## config.mk

```make
export PLATFORM = sky130hd
export DESIGN_NAME = spram_bridge
export DESIGN_NICKNAME = d
export VERILOG_FILES = /design/src/rtl/spram_bridge.sv
export SDC_FILE = /design/constraint.sdc
export NUM_CORES = 1
export LEC_CHECK = 0
export CAP_MARGIN = 20
export CORE_MARGIN = 2
export CORE_UTILIZATION = 40
export DETAILED_ROUTE_END_ITERATION = 12
export HOLD_SLACK_MARGIN = 0.12
export PLACE_DENSITY = 0.77
export SYNTH_ARGS = -nofsm -noshare
export SYNTH_HDL_FRONTEND = slang
export SYNTH_SLANG_ARGS = --single-unit
```

## constraint.sdc

```tcl
create_clock -name clock -period 2.3 [get_ports clock]
set_input_delay 0.46 -clock clock [delete_from_list [all_inputs] [get_ports clock]]
set_output_delay 0.46 -clock clock [all_outputs]
set_load 0.02 [all_outputs]
```

## src/rtl/spram_bridge.sv

```systemverilog
// 32-bit valid/ready request port to a 16K x 16 SPRAM macro.
// Each word access runs as two halfword accesses, low half first, with a registered 32-bit response.
module spram_bridge #(
  parameter bit RESP_ON_WRITE = 1'b1
) (
  input  logic        clock,
  input  logic        reset,
  input  logic        req_valid,
  output logic        req_ready,
  input  logic        req_write,
  input  logic [12:0] req_addr,
  input  logic [31:0] req_wdata,
  input  logic [3:0]  req_wstrb,
  output logic        resp_valid,
  output logic [31:0] resp_rdata,
  output logic [13:0] sram_addr,
  output logic        sram_write_enable,
  output logic [3:0]  sram_write_mask,
  output logic [15:0] sram_data_inp,
  input  logic [15:0] sram_data_out
);

  typedef enum logic [1:0] {IDLE, LO, HI, FIN} state_t;

  state_t      state, state_next;
  logic [12:0] addr_q;
  logic        write_q;
  logic [31:0] wdata_q;
  logic [3:0]  wstrb_q;
  logic [15:0] lo_q;

  always_ff @(posedge clock) begin
    if (reset) state <= IDLE;
    else       state <= state_next;
  end

  always_comb begin
    state_next = state;
    case (state)
      IDLE:    if (req_valid) state_next = LO;
      LO:      state_next = HI;
      HI:      state_next = FIN;
      FIN:     state_next = IDLE;
      default: state_next = IDLE;
    endcase
  end

  // SRAM strobes are gated by reset so an abort in HI cannot commit the high half.
  always_comb begin
    req_ready         = (state == IDLE);
    sram_addr         = '0;
    sram_write_enable = 1'b0;
    sram_write_mask   = '0;
    sram_data_inp     = '0;
    if (!reset) begin
      case (state)
        LO: begin
          sram_addr         = {addr_q, 1'b0};
          sram_data_inp     = wdata_q[15:0];
          sram_write_mask   = {wstrb_q[1], wstrb_q[1], wstrb_q[0], wstrb_q[0]};
          sram_write_enable = write_q;
        end
        HI: begin
          sram_addr         = {addr_q, 1'b1};
          sram_data_inp     = wdata_q[31:16];
          sram_write_mask   = {wstrb_q[3], wstrb_q[3], wstrb_q[2], wstrb_q[2]};
          sram_write_enable = write_q;
        end
        default: ;
      endcase
    end
  end

  always_ff @(posedge clock) begin
    if (reset) begin
      addr_q     <= '0;
      write_q    <= 1'b0;
      wdata_q    <= '0;
      wstrb_q    <= '0;
      lo_q       <= '0;
      resp_valid <= 1'b0;
      resp_rdata <= '0;
    end else begin
      resp_valid <= 1'b0;
      case (state)
        IDLE: begin
          if (req_valid) begin
            addr_q  <= req_addr;
            write_q <= req_write;
            wdata_q <= req_wdata;
            wstrb_q <= req_wstrb;
          end
        end
        HI: lo_q <= sram_data_out;
        FIN: begin
          if (!write_q || RESP_ON_WRITE) begin
            resp_valid <= 1'b1;
            resp_rdata <= write_q ? 32'h0 : {sram_data_out, lo_q};
          end
        end
        default: ;
      endcase
    end
  end

endmodule

```

== Yosys cells after proc, flatten, opt, wreduce, memory -nomap -nowiden ==
Cells that the tools add are included.
W data, S select, Z words.

* Flip-flop bits (word level): 101
* Output and inout bits: 69
* Logic and storage cells: 27
* Bits of input ports: 69

* Reduce and logical (&&, ||, !) cells: 3
* Eq/ne operators: 4
* Mux-type cells: 12

{| class="wikitable"
|+ Operators by type and width
! operator !! count
|-
| $mux W32 || 1
|-
| $pmux W16 S2 || 1
|-
| $pmux W14 S2 || 1
|-
| $mux W16 || 1
|-
| $mux W14 || 1
|-
| $pmux W2 S4 || 1
|-
| $pmux W4 S2 || 1
|-
| $eq A2 B2 Y1 const B || 2
|-
| $mux W4 || 1
|-
| $mux W1 || 3
|-
| $eq A2 B1 Y1 const B || 1
|-
| $logic_not A2 Y1 || 1
|-
| $mux W2 || 1
|-
| $ne A2 B2 Y1 const B || 1
|-
| $reduce_and A2 Y1 || 1
|-
| $reduce_or A2 Y1 || 1
|}

== Depth between registers and ports, before layout ==
Gate-level depths: netlist of run 1.

* Word-level depth: 4
* Mapped depth: 7
* Mapped depth without buffers: 5

== Worst setup path before layout of run 1 ==
Ideal clock, no wire load.

* Path kind: register -> output
* Start point: reg state[0]
* End point: out sram_write_mask[1]
* Setup slack: 0.178 ns
* Arrival time: 1.662 ns
* Cell stages (with the launch flop): 8
* Data required time: 1.840 ns
* Cell sequence: dfxtp_1 -> inv_1 -> ha_1 -> nand2b_1 -> buf_2 -> buf_2 -> nor2_1 -> buf_4

* Word-level cells in the longest chain between the ends: 3

{| class="wikitable"
|+ RTL lines
! item !! line !! source
|-
| from (decl) || 25 || <nowiki>state_t state, state_next;</nowiki>
|-
| from (signal assigned) || 34 || <nowiki>else state <= state_next;</nowiki>
|-
| $eq A2 B2 Y1 or $eq A2 B1 Y1 (tied branches) || 56 || <nowiki>case (state)</nowiki>
|-
| $pmux W4 S2 (*) || 56 ||
|-
| $mux W4 (*) || 55 || <nowiki>if (!reset) begin</nowiki>
|-
| to (decl) || 18 || <nowiki>output logic [3:0] sram_write_mask,</nowiki>
|}

Every way passes the cells marked *; elsewhere a longest branch is shown, timed or not.

== Worst setup path in the final report of run 1 ==
* Start point: reg state[1]
* End point: out sram_data_inp[8]

* Word-level cells in the longest chain between the ends: 3

{| class="wikitable"
|+ RTL lines
! item !! line !! source
|-
| $eq A2 B2 Y1 or $eq A2 B1 Y1 (tied branches) || 56 ||
|-
| $pmux W16 S2 (*) || 56 ||
|-
| $mux W16 (*) || 55 ||
|-
| to (decl) || 19 || <nowiki>output logic [15:0] sram_data_inp,</nowiki>
|}

Marked as above.

==> run summary, run 1 <==
status: complete, no violations
FF+latch count, synth: 101
worst slew pin tran: 1046 ps
Setup Viol. Count Final: 0
Critical Path Max Stage Delay: 330 ps
Overflow after GRT: 0
worst skew pair latency: 350 ps
Crit Path Class: reg -> out
Netlist cell types: 19
Leak Pwr: 2.222 nW
# DRC: 0
Area growth, synth to finish: 42.39%
vias: 3691
Diodes inserted: 0
die area: 0.01078 mm2
clk_skew: 8.166 ps
Largest delay share family, worst path: buffers and inverters
Post-Syn Instances: 490
CTS clk-pin slew, worst paths: 90 ps
io pins: 138
area of the multi-input gates: 0.001837 mm2
initial antenna violation count: 0
post-DR vias/cell: 4.928
power per cell area: 889.1 mW/mm2
Crit-path slowest cell: dfxtp_2
total CTS buffers: 9
Port Buffers: 137
DP HPWL: 7.056 mm
placed cell count: 732
DR iter-0 viols: 102
Yosys warning count: 0
Critical Path End Type: primary output
achievable clock frequency: 0.4473 GHz
Period Utilization, post-route: 0.9721
All-Layer GR Usage: 0.1956
clk sinks: 101
CTS Hold Buffers Added: 0
Core ar.: 0.009729 mm2
final antenna-violating net count: 0
crit path buf inv count: 3
vias in the first global route: 3602
HP Class: reg -> reg
# Max-Cap Violations: 0
layout filler cell count: 885
Max clock buf depth: 2
die width: 103.8 um
Final Non-Filler Cells: 749
max-slew violations: 0
WL/cell: 14.22 um
Post-Syn Area: 0.003988 mm2
routed wire length: 10.65 mm
Site Rows: 36
first-pass iteration count of the detailed router: 4
crit path launch type: flip-flop
Nets: 686
relative slew slack: 0.3026
root buf cell: clkbuf_8
post-synthesis sequential area ratio: 0.5071
clock tree from TritonCTS: built
CP max FO: 21
syn_nets: 564
largest net degree at the start of global routing: 102
Peak VDD IR: 0.5152 mV
CP Cell Sequence: buf_4 -> ha_4 -> buf_12 -> a22oi_1 -> nor2_1 -> dlygate4sd2_1
min Tclk post-route: 2236 ps
final instance area: 0.005678 mm2
Hold Fails Final Rpt: 0
Avg Inst Size Synth: 8.138 um2
register area: 0.002024 mm2
share of cells above drive strength 1: 0.1088
dpl cell area: 0.005463 mm2
Worst EP required: 1840 ps
Initial Utilization: 0.4099
total power: 5.048 mW
gp weighted congestion: 0.8109
first-pass GRT wire length: 17.61 mm
final hold slack: 458.9 ps
arrival time worst endpoint: 1780 ps
H-Tree Depth: 3
Die H: 103.8 um
[cell usage in the layout, fill, tap and decap left out, types with 10 or more instances in the layout]
cell and count:
nor2b_1 32, nand2_1 101, buf_2 14, and2_1 12
nor2_1 68, dlygate4sd2_1 11, clkdlybuf4s50_1 101, a22oi_1 15
dfxtp_1 99, clkbuf_8 10, mux2i_1 17, a21oi_1 82
[final timing paths]
| path | from | end | slack (ps) | cells after the start |
|---|---|---|---|---|
| worst max-delay path | state[1] | sram_data_inp[8] | 60 | 6 |
| worst max register to register | state[0] | resp_rdata[29] | 390 | 5 |
| worst min-delay path | wstrb_q[0] | wstrb_q[0] | 460 | 2 |
| worst min register to register | wstrb_q[0] | wstrb_q[0] | 460 | 2 |
[final cells by class]
| type | instances | share of cell area |
|---|---|---|
| timing repair buffer | 150 | 0.2512 |
| sequential | 101 | 0.3565 |
| clock buffer | 10 | 0.02424 |
| multi-input combinational | 347 | 0.3235 |
| clock inverter | 5 | 0.01322 |
| tap | 133 | 0.02931 |
| inverter | 3 | 0.001983 |
[logic make-up after synthesis]
logic type	Yosys count	synth area share
fa+ha+maj	5	0.01569
buf+inv	42	0.05209
flops	101	0.5071
simple gates	224	0.2438
compound gates	101	0.1387
mux	17	0.04267
[report_power, final]
part | internal, mW | switching [mW]
sequential | 2.00 | 0.124
clock | 0.632 | 0.570
combinational | 0.738 | 0.988
total | 3.37 | 1.68
[per-stage QoR]
stage	worst slack, ps	TNS, ps	util
global placement	100.7	0	0.5615
global route	-3.936	-3.936	0.5836
floorplan	178.1	0	-
finish	64.22	0	0.5836
CTS	24.73	0	0.5759
detailed placement	38.57	0	0.5615
[worst register-to-register path, stage by stage (launching register included)]
cell	delay [ps]
dfxtp_2	340
buf_4	130
ha_1	190
and2b_1	830
a21oi_1	190
nor2_1	140
[per-layer routing]
metal	track usage	vias to the layer above	wire length (um)
met5	0	-	0
met4	0.04151	0	63
met3	0.07615	8	945
met2	0.3186	138	4973
met1	0.2461	1715	4670
li1	-	1830	-
[repair_timing]
action	4_1_cts	5_1_grt
setup buffers	0	1
gates resized for setup	88	32
setup endpoints to repair	35	34
pin swaps	0	2
cloned	0	1
[flip-flops by register name, indices dropped and copies added, names as in the netlist]
register,count
wdata_q,32
resp_valid,1
resp_rdata,32
addr_q,13
lo_q,16
write_q,1
state,2
wstrb_q,4
[cell usage after synthesis]
cell type,n,share of area
buf_2,18,0.023
a22oi_1,18,0.034
nand2_1,101,0.095
dfxtp_1,101,0.51
and2_1,14,0.022
buf_1,5,0.0047
nor2_1,70,0.066
clkbuf_2,1,0.0013
nand2b_1,4,0.0063
mux2i_1,17,0.043
inv_1,3,0.0028
a211oi_1,1,0.0019
and2b_1,1,0.0019
nand3_1,2,0.0025
buf_4,7,0.013
ha_1,5,0.016
nor2b_1,32,0.050
a21oi_1,82,0.10
clkbuf_1,8,0.0075
No activity file was read; power rests on OpenSTA's default activity.
==> inputs of run 2 (changes only) <==
- CTS_CLUSTER_DIAMETER: default -> 100
==> results of run 2 <==
Final layout, timing and power as in run 1 (identical DEF).
==> inputs of run 3 (changes only) <==
- CORE_ASPECT_RATIO: default -> 0.75
==> run 3 against run 2 <==
  * Final area rose by 1.6%
  * Via count fell by 1.3%
  * Hold slack got worse by 9.2 ps
  * Critical endpoint is now sram_data_inp[11]
  * Highest routed layer unchanged
==> run summary, run 3 (same netlist as run 1, synthesis figures left out) <==
Power Internal: 3.705 mW (+10%)
CTS Hold Buffers Added: 0 (unchanged)
root buf cell: clkbuf_16
Period Utilization, post-route: 0.9702 (-0.001839)
Hold Crit Start: addr_q[4]
WL/cell: 14.02 um (-1.4%)
largest net degree at the start of global routing: 102 (unchanged)
Worst R2R Start: state[1]
top flop regs: resp_rdata (32), wdata_q (32), lo_q (16)
Port Buffers: 137 (unchanged)
die area: 0.01079 mm2 (about the same)
io pins: 138 (unchanged)
power per cell area: 934.0 mW/mm2 (+5.0%)
Worst EP required: 1840 ps (about the same)
Critical Path End Type: primary output
Max clock buf depth: 2 (unchanged)
Worst R2R Setup Slack: 440 ps (+50 ps)
Overflow after GRT: 0 (unchanged)
commonest cells after routing, fill and taps aside: nand2_1 (101), clkdlybuf4s50_1 (101), dfxtp_1 (99)
arrival time worst endpoint: 1770 ps (about the same)
final instance area: 0.005771 mm2 (+1.6%)
routed wire length: 10.52 mm (-1.3%)
first-pass GRT wire length: 17.47 mm (-0.78%)
Peak VDD IR: 0.4562 mV (-11%)
Area growth, synth to finish: 44.71%
dpl cell area: 0.005448 mm2 (-0.27%)
initial antenna violation count: 0 (unchanged)
Gate power share: 0.304 (-0.038)
gp weighted congestion: 0.8292 (+2.3%)
All-Layer GR Usage: 0.1998 (+0.004234)
Site Rows: 31 (-14%)
worst skew pair latency: 330 ps (-20 ps)
share of cells above drive strength 1: 0.1003 (-0.008443)
CP max FO: 19 (-9.5%)
vias in the first global route: 3554 (-1.3%)
r2r endpoint: resp_rdata[21]
Setup crit start: state[1]
relative slew slack: 0.3081 (+0.005570)
# Max-Cap Violations: 0 (unchanged)
clk_skew: 6.706 ps (-1.460 ps)
DR iter-0 viols: 258 (+150%)
DP HPWL: 6.886 mm (-2.4%)
min Tclk post-route: 2232 ps (-4.231 ps)
post-DR vias/cell: 4.856 (-1.5%)
Hold Fails Final Rpt: 0 (unchanged)
H-Tree Depth: 3 (unchanged)
first-pass iteration count of the detailed router: 4 (unchanged)
switching power: 1.684 mW (+0.13%)
Die H: 90.47 um (-13%)
final antenna-violating net count: 0 (unchanged)
Core ar.: 0.009658 mm2 (-0.73%)
clock tree from TritonCTS: built
r2r worst-path depth: 5 (unchanged)
HP Class: reg -> reg
worst slew pin tran: 1038 ps (-8.355 ps)
total power: 5.390 mW (+6.8%)
clk sinks: 101 (unchanged)
vias: 3642 (-1.3%)
Nets: 687 (+0.15%)
die width: 119.3 um (+15%)
Setup Viol. Count Final: 0 (unchanged)
placed cell count: 731 (-0.14%)
status: complete, no violations
Crit Path Class: reg -> out
CP endpoint: sram_data_inp[11]
Final Non-Filler Cells: 750 (+0.13%)
Initial Utilization: 0.4129 (+0.003026)
sw frac: 0.3125 (-0.02068)
# DRC: 0 (unchanged)
total CTS buffers: 9 (unchanged)
max-slew violations: 0 (unchanged)
Diodes inserted: 0 (unchanged)
CTS clk-pin slew, worst paths: 60 ps (-30 ps)
crit path launch type: flip-flop
Sequential Power Share: 0.396 (-0.024)
achievable clock frequency: 0.4481 GHz (+0.19%)
clock share of power: 0.300 (+0.062)
Leak Pwr: 2.252 nW (+1.4%)
layout filler cell count: 885 (unchanged)
## run 3: power by group through the flow
stage	logic (mW)	clock network (mW)	registers, mW
detailed placement	1.58	0	2.16
CTS	1.60	1.67	2.13
global route	1.80	1.75	2.16
finish	1.64	1.62	2.13
floorplan	0.982	0	2.16
global placement	1.53	0	2.15
## run 3: final cells by class
type	instances	area, um2	area share
Clock buffer	13	260.3	0.04510
Clock inverter	3	67.56	0.01171
Inverter	3	11.26	0.001951
Multi-Input combinational cell	347	1785	0.3094
Sequential cell	101	2024	0.3508
Tap cell	132	165.2	0.02862
Timing Repair Buffer	151	1456	0.2524
## run 3: through the flow
step	setup slack (ps)	hold slack (ps)	setup TNS, ps	util
after global routing	-4.085	470.2	-9.038	0.5975
final	68.45	449.7	0	0.5975
after detailed placement	-48.57	442.8	-435.5	0.5641
after floorplan	178.1	431.7	0	-
after CTS	-13.98	451.0	-61.94	0.5932
after global placement	33.93	442.0	0	0.5641
## run 3: how the worst min path moves through the flow
stage | endpoint | slack (ps) | cells past startpoint
6_report | addr_q[4] | 450 | 2
5_1_grt | wstrb_q[1] | 470 | 2
4_1_cts | addr_q[4] | 450 | 2
3_5_place_dp | addr_q[4] | 440 | 2
3_3_place_gp | wdata_q[6] | 440 | 2
2_1_floorplan | addr_q[0] | 430 | 2
## run 3: worst max-delay path, stage by stage (launching register included)
cell and delay, ps:
dfxtp_2 370, inv_2 70, ha_4 270, nand2b_1 90
buf_6 180, nor2_1 110, dlygate4sd2_1 340
## run 3: what timing repair did
action                                  in CTS  in global routing
endpoints found under the setup margin      35                 34
pin swaps                                    0                  1
gates resized for setup                     96                 19
buffers inserted                             1                  1
cloned                                       1                  0
## run 3: metal layers
metal,share of wire,track usage,routed length (um),up-vias
li1,-,-,-,1832
met1,0.46,0.2639,4846,1696
met2,0.47,0.3166,4891,106
met3,0.062,0.05745,651,8
met4,0.012,0.06275,126,0
met5,0,0,0,-
